**src/rtl/hw_idx_pkg.sv**
```systemverilog
// Shared types and helpers for the FIFO drain / set-bit index datapath.
// Holds the reader FSM state encoding plus width and popcount helpers.
package hw_idx_pkg;

    typedef enum logic [1:0] {
        IDLE = 2'd0,
        POP  = 2'd1,
        CAPT = 2'd2,
        EMIT = 2'd3
    } rd_state_t;

    // Widest word the popcount helper accepts; narrower words are zero-extended.
    localparam int POPCNT_MAX_W = 256;

    function automatic int idx_width(input int w);
        return (w > 1) ? $clog2(w) : 1;
    endfunction

    function automatic int hw_width(input int w);
        return $clog2(w + 1);
    endfunction

    function automatic int unsigned popcount(input logic [POPCNT_MAX_W-1:0] v);
        int unsigned n;
        n = 0;
        for (int i = 0; i < POPCNT_MAX_W; i++) begin
            n += 32'(v[i]);
        end
        return n;
    endfunction

endpackage

```
**src/rtl/lsb_prio_enc.sv**
```systemverilog
// Lowest-set-bit priority encoder: position of the least significant 1,
// plus flags for a non-zero vector and a vector with exactly one bit set.
module lsb_prio_enc #(
    parameter int WIDTH = 32,
    parameter int IDX_W = $clog2(WIDTH)
) (
    input  logic [WIDTH-1:0] vec,
    output logic [IDX_W-1:0] idx,
    output logic             any,
    output logic             one_hot
);

    logic [WIDTH-1:0] w_minus_one;

    // Scan from the top so the lowest set bit is the last (winning) assignment.
    always_comb begin
        idx = '0;
        for (int i = WIDTH - 1; i >= 0; i--) begin
            if (vec[i]) begin
                idx = IDX_W'(i);
            end
        end
    end

    assign w_minus_one = vec - WIDTH'(1);
    assign any         = |vec;
    assign one_hot     = any & ~(|(vec & w_minus_one));

endmodule

```
**src/rtl/fifo_index_reader.sv**
```systemverilog
// Drains a synchronous FIFO one word at a time, reports each word's Hamming
// weight and streams its set-bit indices (lowest first) over valid/ready.
module fifo_index_reader
    import hw_idx_pkg::*;
#(
    parameter int WIDTH = 32,
    parameter int IDX_W = idx_width(WIDTH),
    parameter int HW_W  = hw_width(WIDTH)
) (
    input  logic             clk,
    input  logic             rst,
    input  logic             fifo_emp,
    output logic             fifo_rd,
    input  logic [WIDTH-1:0] fifo_data,
    output logic             hw_valid,
    output logic [HW_W-1:0]  hw,
    output logic             idx_valid,
    input  logic             idx_ready,
    output logic [IDX_W-1:0] idx,
    output logic             idx_last,
    output logic             busy
);

    rd_state_t        r_state;
    logic [WIDTH-1:0] r_word;
    logic [HW_W-1:0]  r_hw;
    logic             r_hw_valid;
    logic             r_fifo_rd;

    logic [IDX_W-1:0] w_enc_idx;
    logic             w_enc_any;
    logic             w_enc_one;
    logic             w_emit;
    logic             w_hs;
    logic             w_data_nz;

    lsb_prio_enc #(
        .WIDTH (WIDTH),
        .IDX_W (IDX_W)
    ) u_enc (
        .vec     (r_word),
        .idx     (w_enc_idx),
        .any     (w_enc_any),
        .one_hot (w_enc_one)
    );

    assign w_emit    = (r_state == EMIT);
    assign w_hs      = w_emit & idx_ready;
    assign w_data_nz = |fifo_data;

    // fifo_rd is a flop set on entry to POP so the strobe cannot glitch.
    always_ff @(posedge clk) begin
        if (!rst) begin
            r_state    <= IDLE;
            r_word     <= '0;
            r_hw       <= '0;
            r_hw_valid <= 1'b0;
            r_fifo_rd  <= 1'b0;
        end else begin
            r_hw_valid <= 1'b0;
            r_fifo_rd  <= 1'b0;
            case (r_state)
                IDLE: begin
                    if (!fifo_emp) begin
                        r_state   <= POP;
                        r_fifo_rd <= 1'b1;
                    end
                end
                POP: begin
                    r_state <= CAPT;
                end
                CAPT: begin
                    r_word     <= fifo_data;
                    r_hw       <= HW_W'(popcount(POPCNT_MAX_W'(fifo_data)));
                    r_hw_valid <= 1'b1;
                    r_state    <= w_data_nz ? EMIT : IDLE;
                end
                EMIT: begin
                    if (!w_enc_any) begin
                        r_state <= IDLE;
                    end else if (w_hs) begin
                        r_word <= r_word & (r_word - WIDTH'(1));
                        if (w_enc_one) begin
                            if (!fifo_emp) begin
                                r_state   <= POP;
                                r_fifo_rd <= 1'b1;
                            end else begin
                                r_state <= IDLE;
                            end
                        end
                    end
                end
                default: begin
                    r_state <= IDLE;
                end
            endcase
        end
    end

    assign fifo_rd   = r_fifo_rd;
    assign hw_valid  = r_hw_valid;
    assign hw        = r_hw;
    assign idx_valid = w_emit;
    assign idx       = w_emit ? w_enc_idx : '0;
    assign idx_last  = w_emit & w_enc_one;
    assign busy      = (r_state != IDLE);

endmodule

```
**config.mk**
```make
export PLATFORM = sky130hd
export DESIGN_NAME = fifo_index_reader
export DESIGN_NICKNAME = d
export VERILOG_FILES = /design/src/rtl/hw_idx_pkg.sv /design/src/rtl/lsb_prio_enc.sv /design/src/rtl/fifo_index_reader.sv
export SDC_FILE = /design/constraint.sdc
export NUM_CORES = 1
export LEC_CHECK = 0
export CORE_ASPECT_RATIO = 0.75
export CORE_UTILIZATION = 25
export CTS_CLUSTER_DIAMETER = 50
export DETAILED_ROUTE_END_ITERATION = 8
export GPL_ROUTABILITY_DRIVEN = 0
export GPL_TIMING_DRIVEN = 0
export PLACE_DENSITY = 0.45
export SLEW_MARGIN = 15
export SYNTH_ARGS = -nofsm -noshare
export SYNTH_HDL_FRONTEND = slang
export SYNTH_HIERARCHICAL = 1
export SYNTH_SLANG_ARGS = --single-unit
```
**constraint.sdc**
```tcl
create_clock -name clk -period 6.65 [get_ports clk]
set_input_delay 0.665 -clock clk [delete_from_list [all_inputs] [get_ports clk]]
set_output_delay 0.665 -clock clk [all_outputs]
set_load 0.05 [all_outputs]
```
==> metrics.txt, run 1 <==
max-cap viol count=0; type of the worst setup path=input pin to register; CTS root buf=clkbuf_16; TritonCTS clock tree=built; Sequential Power Share=between 10% and 20%; buffers and inverters on the worst path=5; vias in the first global route=between 3000 and 4000; hold path endpoint=hw[5]$_SDFFE_PN0P_; Worst slew margin=55.3%; Chip Width=around 140 um; Yosys top cell area share=between 20% and 30%; Fmax achieved=around 180 MHz; setup_tns=0 ns; R2R Setup Slk=3.20 ns; switching share of power=approximately 48%; share of cells above drive strength 1=just over 7%; critical path arrival=~5.8 ns; R2R cell count=10; Hold Crit Class=register to register; drt total wl=11.4 mm; max incr delay on CP=~0.56 ns; Via density=between 5 and 6; Setup crit end kind=register; worst slew pin tran=about 0.67 ns; detailed placement HPWL=around 9.2 mm; H-tree depth=2; setup bufs post-CTS=0; #FFs+latches synth=42; Top FF cell, synth=dfxtp_1; Layout Area Growth over Synthesis=25.3%; Inserted Diodes=0; full die area=roughly 15000 sq um; via count=about 3400; Initial DRC Count=180; r2r startpoint=r_word[4]$_SDFFE_PN0P_; WP data required=about 6.8 ns; PortBufs=51; Reg2Reg Capture Point=r_state[0]$_SDFFE_PN0P_; hold path cells=2; Post-CTS Resized=0; clock sinks=42; final hold viol count=0; Synthesized Nets=488; Synth Area per Inst=between 8 and 9 sq um; Startpoint Class=input pin; GR Overflow Total=0; Async S/R FF share, synth=0%; chip height=between 100 and 150 um; Int Power=1.05 mW; most frequent cell after synthesis=inv_1; Final setup viols=0; clock buffer depth=2; crit-path cells=clkdlybuf4s50_1 > inv_1 > fa_1 > inv_1 > fa_1 > fa_1 > fa_1 > fa_1 > inv_1 > fa_1 > inv_1 > ha_1 > fa_1 > a21o_1 > a21oi_1 > nor4b_1 > a311o_1; DRC Markers=0; Post-synth EDFFs=0; dpl cells=642; period utilization=84.3%; unrepaired setup endpoints after global routing=no; sw power=about 980 uW; Area contributors post-synth=dfxtp_1, fa_1, inv_1; Critical Path Most Common Cell=fa_1; Logic pwr share=approximately 66%; fin crit period=5.61 ns; Worst-Skew Late Latency=0.29 ns; clock slew at reported path FFs=~0.06 ns; num rows=37; Seq/Total Area, Yosys=roughly a quarter; clk_skew=~0.0053 ns; Yosys top cell by area=dfxtp_1; total clock buffers created by CTS=5; Max Transition Viols Final=0; Leakage=about 1.6 nW; warnings from Yosys=6; status=complete, no violations; synthesized area=about 3500 sq um; post-synth cell types=67; drt pass-1 iters=4; Clk pwr share=14.0%; Initial Util=around a quarter; Worst path slowest cell=fa_1; remaining antenna violation count=0; CP startpoint=fifo_data[0]; cell count after synthesis=roughly 420; # fillers=1445; initial antenna violation count=0; final std cells w/o fill=650; PD cells=458 nW/um^2; largest net degree at the start of global routing=14; all-layer global routing usage=between 10% and 20%; io pins=52; hold path start=hw[5]$_SDFFE_PN0P_; CP Max Fanout=2; crit-path leading delay family=adder cells; core area=between 10000 and 15000 sq um; wire length per cell=17.6 um; Post-synth top cells=inv_1, dfxtp_1, nor2_1, a21oi_1, nand2_1; CTS Hold Bufs=0; first-pass GRT wire length=~18 mm; Max rail drop VDD=between 0.3 and 0.4 mV; fin nets=546
## metrics by stage
| step | area [sq um] | utilization (%) | worst slack (ns) | power (mW) | hold WS, ns |
|---|---|---|---|---|---|
| after floorplan | 3540 | - | 1.48 | 1.41 | 0.508 |
| after global placement | 4270 | 31.0 | 0.653 | 1.76 | 0.460 |
| after detailed placement | 4270 | 31.0 | 0.713 | 1.76 | 0.467 |
| after CTS | 4440 | 32.2 | 0.991 | 2.06 | 0.479 |
| after global routing | 4440 | 32.2 | 0.797 | 2.25 | 0.492 |
| final | 4440 | 32.2 | 1.04 | 2.03 | 0.480 |
## per-layer routing
| layer | GRT usage, % | wire [um] | share of wire (%) |
|---|---|---|---|
| met4 | 4.52 | 235 | 2.1 |
| met5 | 0 | 0 | 0 |
| met2 | 23.9 | 4840 | 42 |
| met3 | 2.29 | 558 | 4.9 |
| met1 | 23.7 | 5800 | 51 |
## tightest hold or removal path, delay by kind of cell, from the launching register on
family | cells | cell delay [ns]
AOI/OAI and AO/OA | 1 | 0.06
DFF | 1 | 0.31
and+or+nand+nor | 1 | 0.05
## cell type report
cell class,instances,area (sq um),share of cell area (%)
Clock buffer,6,129,2.90
Buffer,14,61.3,1.38
Clock inverter,2,37.5,0.845
Tap cell,175,219,4.93
Multi-Input combinational cell,317,2480,55.9
Inverter,43,161,3.63
Sequential cell,42,841,18.9
Timing Repair Buffer,51,510,11.5
## cell usage in the layout, fill, tap and decap left out, types with 4 or more instances in the layout
cell type,synthesis,final
o31ai_1,5,5
a211oi_1,11,11
nand2_1,25,25
a21oi_1,30,30
nor3_1,17,17
o21ai_0,13,13
nor4_2,4,4
nor4_1,19,19
ha_1,12,12
nor4_4,5,5
inv_1,43,43
o32ai_1,5,5
and2_1,8,8
clkbuf_16,0,5
clkdlybuf4s50_1,0,51
dfxtp_1,42,42
nand3_1,9,9
mux2i_1,16,16
clkbuf_1,8,9
a31oi_1,6,6
nor2_1,38,38
o211ai_1,6,6
o22ai_1,5,5
or3_1,5,5
fa_1,24,24
## power groups by stage
stage	registers (mW)	logic (mW)	clock network, mW
4_1_cts	0.403	1.36	0.291
6_report	0.404	1.34	0.285
3_5_place_dp	0.408	1.35	0
3_3_place_gp	0.405	1.35	0
2_1_floorplan	0.429	0.978	0
5_1_grt	0.416	1.53	0.300
## sequential cells by signal, summed over array words and instances, names as in the netlist
register  cells
hw_valid      1
fifo_rd       1
r_word       32
hw            6
r_state       2
## kinds of logic after synthesis
group,synth area share (%)
AOI/OAI and AO/OA,20.0
DFF,23.7
xor gates and xnor gates,0.247
adders and majority gates,18.6
and+or+nand+nor,25.6
buffers and inverters,6.28
muxes,5.47
## worst max-delay path by stage
stage | slack (ns) | cells past startpoint | end
detailed placement | 0.71 | 17 | hw[4]$_SDFFE_PN0P_
CTS | 0.99 | 17 | hw[4]$_SDFFE_PN0P_
global placement | 0.65 | 17 | hw[4]$_SDFFE_PN0P_
global route | 0.80 | 17 | hw[4]$_SDFFE_PN0P_
floorplan | 1.48 | 16 | hw[4]$_SDFFE_PN0P_
finish | 1.04 | 17 | hw[4]$_SDFFE_PN0P_
Power figures use the tool's default switching activity.
==> run 2, diff against run 1 <==
PLACE_DENSITY = 0.46   (was 0.45)
clock period = 5.1 ns   (was 6.65 ns; I/O delays follow)
==> metrics.txt, run 2 (synthesis results as in run 1) <==
status=complete, no violations; Sequential Power Share=19.3% (-0.6 points); Clk pwr share=13.7% (-0.3 points); design area=4440 sq um (about the same); fin crit period=4.96 ns; Final setup viols=0 (unchanged); io pins=52 (unchanged); Sequential cell area=841 sq um (unchanged); Chip Width=139 um (unchanged); chip height=105 um (unchanged); most frequent cells in the layout=dfxtp_1, inv_1, nor2_1; Hold Slack=0.479 ns (-0.000986 ns); total clock buffers created by CTS=5 (unchanged); period utilization=a little over nine tenths; clock sinks=42 (unchanged); crit-path leading delay family=adder cells; TritonCTS clock tree=built; Logic pwr share=67.0% (+0.9 points); # fillers=1463 (+1.2%); Initial DRC Count=212 (+18%); drt total wl=11.5 mm (+0.39%); share of cells above drive strength 1=10.3% (+3.1 points); core area=13800 sq um (unchanged); critical path arrival=5.14 ns (-0.64 ns); most common cell after layout, fill and taps aside=dfxtp_1; Inserted Diodes=0 (unchanged); max reg flops=32 (unchanged); all-layer global routing usage=16.5% (+0.45 points); Fmax achieved=around 200 MHz; Most flops, register=r_word; clk_skew=0.00684 ns (+0.00151 ns); GR Overflow Total=0 (unchanged); Via density=5.21 (+1.2%); max incr delay on CP=0.56 ns (about the same); switching share of power=48.0% (-0.32 points); DRC Markers=0 (unchanged); PortBufs=51 (unchanged); max-cap viol count=0 (unchanged); area of the multi-input gates=2490 sq um (+0.35%); Int Power=1.42 mW (+36%); unrepaired setup endpoints after global routing=no; CP Max Fanout=3 (+1); clock slew at reported path FFs=0.06 ns (about the same); Design Power=2.74 mW (+35%); Critical Path Most Common Cell=fa_1; largest net degree at the start of global routing=15 (+1); Max rail drop VDD=0.486 mV (+45%); WP data required=5.28 ns (-1.54 ns); H-tree depth=2 (unchanged); type of the worst setup path=input pin to register; fin util=32.2% (about the same); Worst-Skew Late Latency=0.29 ns (about the same); first-pass GRT wire length=18.6 mm (+2.2%); Setup crit end kind=register; crit-path cells=dlygate4sd2_1 > fa_1 > fa_1 > fa_1 > fa_1 > fa_1 > inv_1 > fa_1 > inv_1 > ha_2 > fa_2 > a21o_1 > a21oi_2 > nor4b_1 > a311o_1; sw power=1.31 mW (+34%); full die area=14700 sq um (unchanged); via count=3399 (+1.5%); detailed placement HPWL=9.25 mm (+0.91%); Hold Crit Class=register to register; Leakage=1.63 nW (+1.1%); clock buffer depth=2 (unchanged); CTS Hold Bufs=0 (unchanged); Initial Util=25.7% (unchanged); buffers and inverters on the worst path=3 (-2); PD cells=617 nW/um^2 (+35%); initial antenna violation count=0 (unchanged); fin nets=548 (+0.37%); Layout Area Growth over Synthesis=25.2% (about the same); vias in the first global route=3367 (+2.6%); placed cell areas=4270 sq um (unchanged); Startpoint Class=input pin; CTS root buf=clkbuf_16; worst slew pin tran=0.689 ns (+0.0174 ns); wire length per cell=17.6 um (about the same); num rows=37 (unchanged); remaining antenna violation count=0 (unchanged); final hold viol count=0 (unchanged); Worst slew margin=54.1% (-1.2 points); drt pass-1 iters=5 (+1); Max Transition Viols Final=0 (unchanged); Worst path slowest cell=fa_1
run 2: final timing paths:
kind | depth (start not counted) | from | to | slack, ns
min reg2reg | 2 | hw[5]$_SDFFE_PN0P_ | hw[5]$_SDFFE_PN0P_ | 0.48
min | 2 | hw[5]$_SDFFE_PN0P_ | hw[5]$_SDFFE_PN0P_ | 0.48
max reg2reg | 10 | r_word[4]$_SDFFE_PN0P_ | r_state[0]$_SDFFE_PN0P_ | 1.57
max | 15 | fifo_data[5] | hw[4]$_SDFFE_PN0P_ | 0.14
run 2: metrics by stage:
step | setup slack [ns] | std cells | TNS [ns]
3_3_place_gp | -0.740 | 642 | -1.85
3_5_place_dp | -0.724 | 642 | -1.80
6_report | 0.135 | 652 | 0
5_1_grt | 0.0228 | 652 | 0
2_1_floorplan | 0.0879 | 416 | 0
4_1_cts | 0.0127 | 650 | 0
run 2: worst reg2reg max path: cells and delay by family, from the launching register on:
| kind | cells | cell delay (ns) |
|---|---|---|
| AOI/OAI and AO/OA | 4 | 0.92 |
| and+or+nand+nor | 6 | 2.07 |
| DFF | 1 | 0.46 |
run 2: power by group through the flow:
stage / Combinational, mW / Clock [mW] / Sequential (mW)
floorplan: 1.28 / 0 / 0.560
global placement: 1.76 / 0 / 0.529
detailed placement: 1.77 / 0 / 0.531
CTS: 1.80 / 0.382 / 0.524
global route: 2.08 / 0.395 / 0.545
finish: 1.84 / 0.374 / 0.529
run 2: what timing repair did:
action | 4_1_cts | 5_1_grt
buffers inserted | 0 | 2
pin swaps | 5 | 7
cloned | 0 | 0
setup endpoints to repair | 2 | 1
endpoints found under the hold margin | 0 | 0
gates resized for setup | 25 | 9
run 2: area by class of cell:
cell class	count	share of cell area (%)
multi-input combinational	317	56.1
sequential	42	18.9
timing repair buffer	53	11.2
tap	175	4.93
inverter	43	3.64
clock buffer	5	2.82
buffer	14	1.38
clock inverter	3	1.01
run 2: per-layer routing:
metal / up-vias / wire, um / track usage [%]
li1: 1658 / - / -
met1: 1636 / 5810 / 24.2
met2: 89 / 4890 / 24.3
met3: 16 / 542 / 3.07
met4: 0 / 240 / 4.76
met5: - / 0 / 0
==> run 3, diff against run 2 <==
CTS_BUF_LIST = sky130_fd_sc_hd__clkbuf_4   (was unset)
GPL_TIMING_DRIVEN = unset   (was 0)
SYNTH_HIERARCHICAL = unset   (was 1)
==> metrics.txt, run 3 <==
# fillers=1512 (+3.3%); Post-CTS Resized=0 (-100%); TritonCTS clock tree=built; Post-synth top cells=nand2_1, inv_1, dfxtp_1, nor2_1, o21ai_0; clk_skew=0.00877 ns (+0.00192 ns); Post-synth EDFFs=0 (unchanged); Initial Util=26.0% (+0.33 points); cell count after synthesis=451 (+8.4%); Inserted Diodes=0 (unchanged); Worst slew margin=32.5% (-22 points); Initial DRC Count=276 (+30%); drt total wl=12.0 mm (+4.7%); setup bufs post-CTS=0 (unchanged); Area contributors post-synth=dfxtp_1, fa_1, a22oi_1; Yosys top cell area share=23.2% (-0.53 points); hold path cells=2 (unchanged); R2R cell count=8 (-2); hold path endpoint=hw[5]$_SDFFE_PN0P_; max reg flops=32 (unchanged); vias in the first global route=3345 (-0.65%); placed cell areas=4420 sq um (+3.5%); Via density=4.97 (-4.7%); detailed placement HPWL=9.25 mm (about the same); most frequent cell after synthesis=nand2_1; PD cells=615 nW/um^2 (-0.35%); fin crit period=4.91 ns (-0.0553 ns); Hold Crit Class=register to register; most frequent cells in the layout=nand2_1, inv_1, clkdlybuf4s50_1; GR Overflow Total=0 (unchanged); most common cell after layout, fill and taps aside=nand2_1; Synthesized Nets=523 (+7.2%); r2r startpoint=r_word[12]$_SDFFE_PN0P_; Setup crit end kind=register; buffers and inverters on the worst path=5 (+2); Startpoint Class=input pin; Chip Width=141 um (+1.1%); Most flops, register=r_word; hold path start=hw[5]$_SDFFE_PN0P_; wire length per cell=17.2 um (-2.5%); fin nets=576 (+5.1%); WP data required=5.42 ns (+0.14 ns); R2R Setup Slk=1.32 ns (-0.25 ns); Yosys top cell by area=dfxtp_1; crit-path cells=clkdlybuf4s50_1 > fa_1 > fa_1 > inv_1 > fa_1 > fa_1 > fa_1 > fa_1 > inv_1 > ha_2 > inv_1 > fa_1 > inv_1 > a21o_1 > a21oi_1 > xnor2_1 > mux2i_1 > nor2b_1; Final setup viols=0 (unchanged); CTS Hold Bufs=0 (unchanged); initial antenna violation count=0 (unchanged); all-layer global routing usage=16.7% (+0.19 points); status=complete, no violations; Max rail drop VDD=0.226 mV (-54%); Max Transition Viols Final=0 (unchanged); worst slew pin tran=1.01 ns (+0.324 ns); warnings from Yosys=0 (-6); full die area=15000 sq um (+2.3%); Worst-Skew Late Latency=0.40 ns (+0.11 ns); core area=13900 sq um (+1.0%); chip height=106 um (+1.1%); max incr delay on CP=0.57 ns (about the same); critical path arrival=5.23 ns (+0.09 ns); Reg2Reg Capture Point=r_word[25]$_SDFFE_PN0P_; period utilization=96.3% (-1.1 points); synthesized area=3630 sq um (+2.3%); #FFs+latches synth=42 (unchanged); Async S/R FF share, synth=0% (unchanged); H-tree depth=2 (unchanged); max-cap viol count=0 (unchanged); Critical Path Most Common Cell=fa_1; clock sinks=42 (unchanged); total clock buffers created by CTS=5 (unchanged); Top FF cell, synth=dfxtp_1; type of the worst setup path=input pin to register; unrepaired setup endpoints after global routing=no; Leakage=1.78 nW (+8.7%); Worst path slowest cell=fa_1; share of cells above drive strength 1=9.90% (-0.37 points); io pins=52 (unchanged); PortBufs=51 (unchanged); remaining antenna violation count=0 (unchanged); Fmax achieved=204 MHz (+1.1%); CP Max Fanout=2 (-1); post-synth cell types=60 (-10%); drt pass-1 iters=5 (unchanged); clock slew at reported path FFs=0.16 ns (+0.10 ns); num rows=37 (unchanged); clock buffer depth=2 (unchanged); via count=3479 (+2.4%); CTS root buf=clkbuf_4; crit-path leading delay family=adder cells; Seq/Total Area, Yosys=23.2% (-0.53 points); design area=4500 sq um (+1.4%); DRC Markers=0 (unchanged); final hold viol count=0 (unchanged); largest net degree at the start of global routing=34 (+19); Layout Area Growth over Synthesis=24.2%; Synth Area per Inst=8.04 sq um (-5.6%); Design Power=2.77 mW (+1.1%); first-pass GRT wire length=19.1 mm (+2.6%)
-- run 3: cell types whose count changed after synthesis, moves of 8 or more --
cell / previous run / this run
a22oi_1: 1 / 24
clkbuf_1: 8 / 19
mux2i_1: 16 / 5
nand2_1: 25 / 47
nor2b_1: 1 / 25
nor4_1: 19 / 11
o21ai_0: 13 / 28
-- run 3: cells by family (layout without fill, tap and decap cells) --
kind of cell | after synthesis | after routing | synth area share (%)
multiplexers | 5 | 5 | 1.38
adder cells (fa/ha/maj) | 36 | 36 | 17.4
AND/OR/NAND/NOR | 162 | 162 | 23.4
flip-flops | 42 | 42 | 23.2
XOR/XNOR | 3 | 3 | 0.725
AO/OA/AOI/OAI | 129 | 129 | 25.5
buffers and inverters | 74 | 128 | 8.45
-- run 3: worst max-delay path by stage --
stage	startpoint	endpoint	slack [ns]	depth (start not counted)
floorplan	fifo_data[17]	hw[4]$_SDFFE_PN0P_	0.35	19
global placement	fifo_data[17]	hw[4]$_SDFFE_PN0P_	-0.31	20
detailed placement	fifo_data[17]	hw[4]$_SDFFE_PN0P_	-0.32	20
CTS	fifo_data[17]	hw[4]$_SDFFE_PN0P_	0.12	20
global route	fifo_data[11]	hw[4]$_SDFFE_PN0P_	0.01	18
finish	fifo_data[11]	hw[4]$_SDFFE_PN0P_	0.19	18
-- run 3: layout make-up --
cell class	count	area, sq um	share of cell area (%)
Inverter	46	173	3.84
Tap cell	195	244	5.42
Sequential cell	42	841	18.7
Multi-Input combinational cell	335	2490	55.2
Clock inverter	3	25.0	0.556
Timing Repair Buffer	74	696	15.5
Clock buffer	5	37.5	0.834
-- run 3: where the power goes --
group	total [mW]	internal (mW)	switching (mW)
registers	0.505	0.397	0.109
clock network	0.206	0.0565	0.150
logic	2.06	0.862	1.19
total	2.77	1.31	1.45
-- run 3: worst register-to-register path, stage by stage, from the launching register on --
cell and delay (ns):
dfxtp_1 0.46, or4_4 0.61, or4b_1 0.80, o31ai_4 0.45
or2_2 0.30, nand2b_1 0.57, a21oi_1 0.33, a21oi_1 0.08
nor2b_1 0.12
-- run 3: layer usage --
metal	GRT usage, %	wire, um	up-vias	share of wire (%)
met5	0	0	-	0
met1	25.9	6430	1677	53
met2	23.4	4790	110	40
li1	-	-	1680	-
met4	3.73	187	0	1.6
met3	2.84	611	12	5.1
-- run 3: stage by stage --
step                hold WS, ns  util [%]  std cells  setup TNS [ns]  setup slack [ns]
finish                    0.510      32.3        700               0             0.190
global route              0.527      32.3        700               0           0.00969
CTS                       0.510      32.2        700               0             0.118
detailed placement        0.482      31.7        692           -1.10            -0.324
global placement          0.472      31.7        692           -1.04            -0.312
floorplan                 0.502         -        451               0             0.348
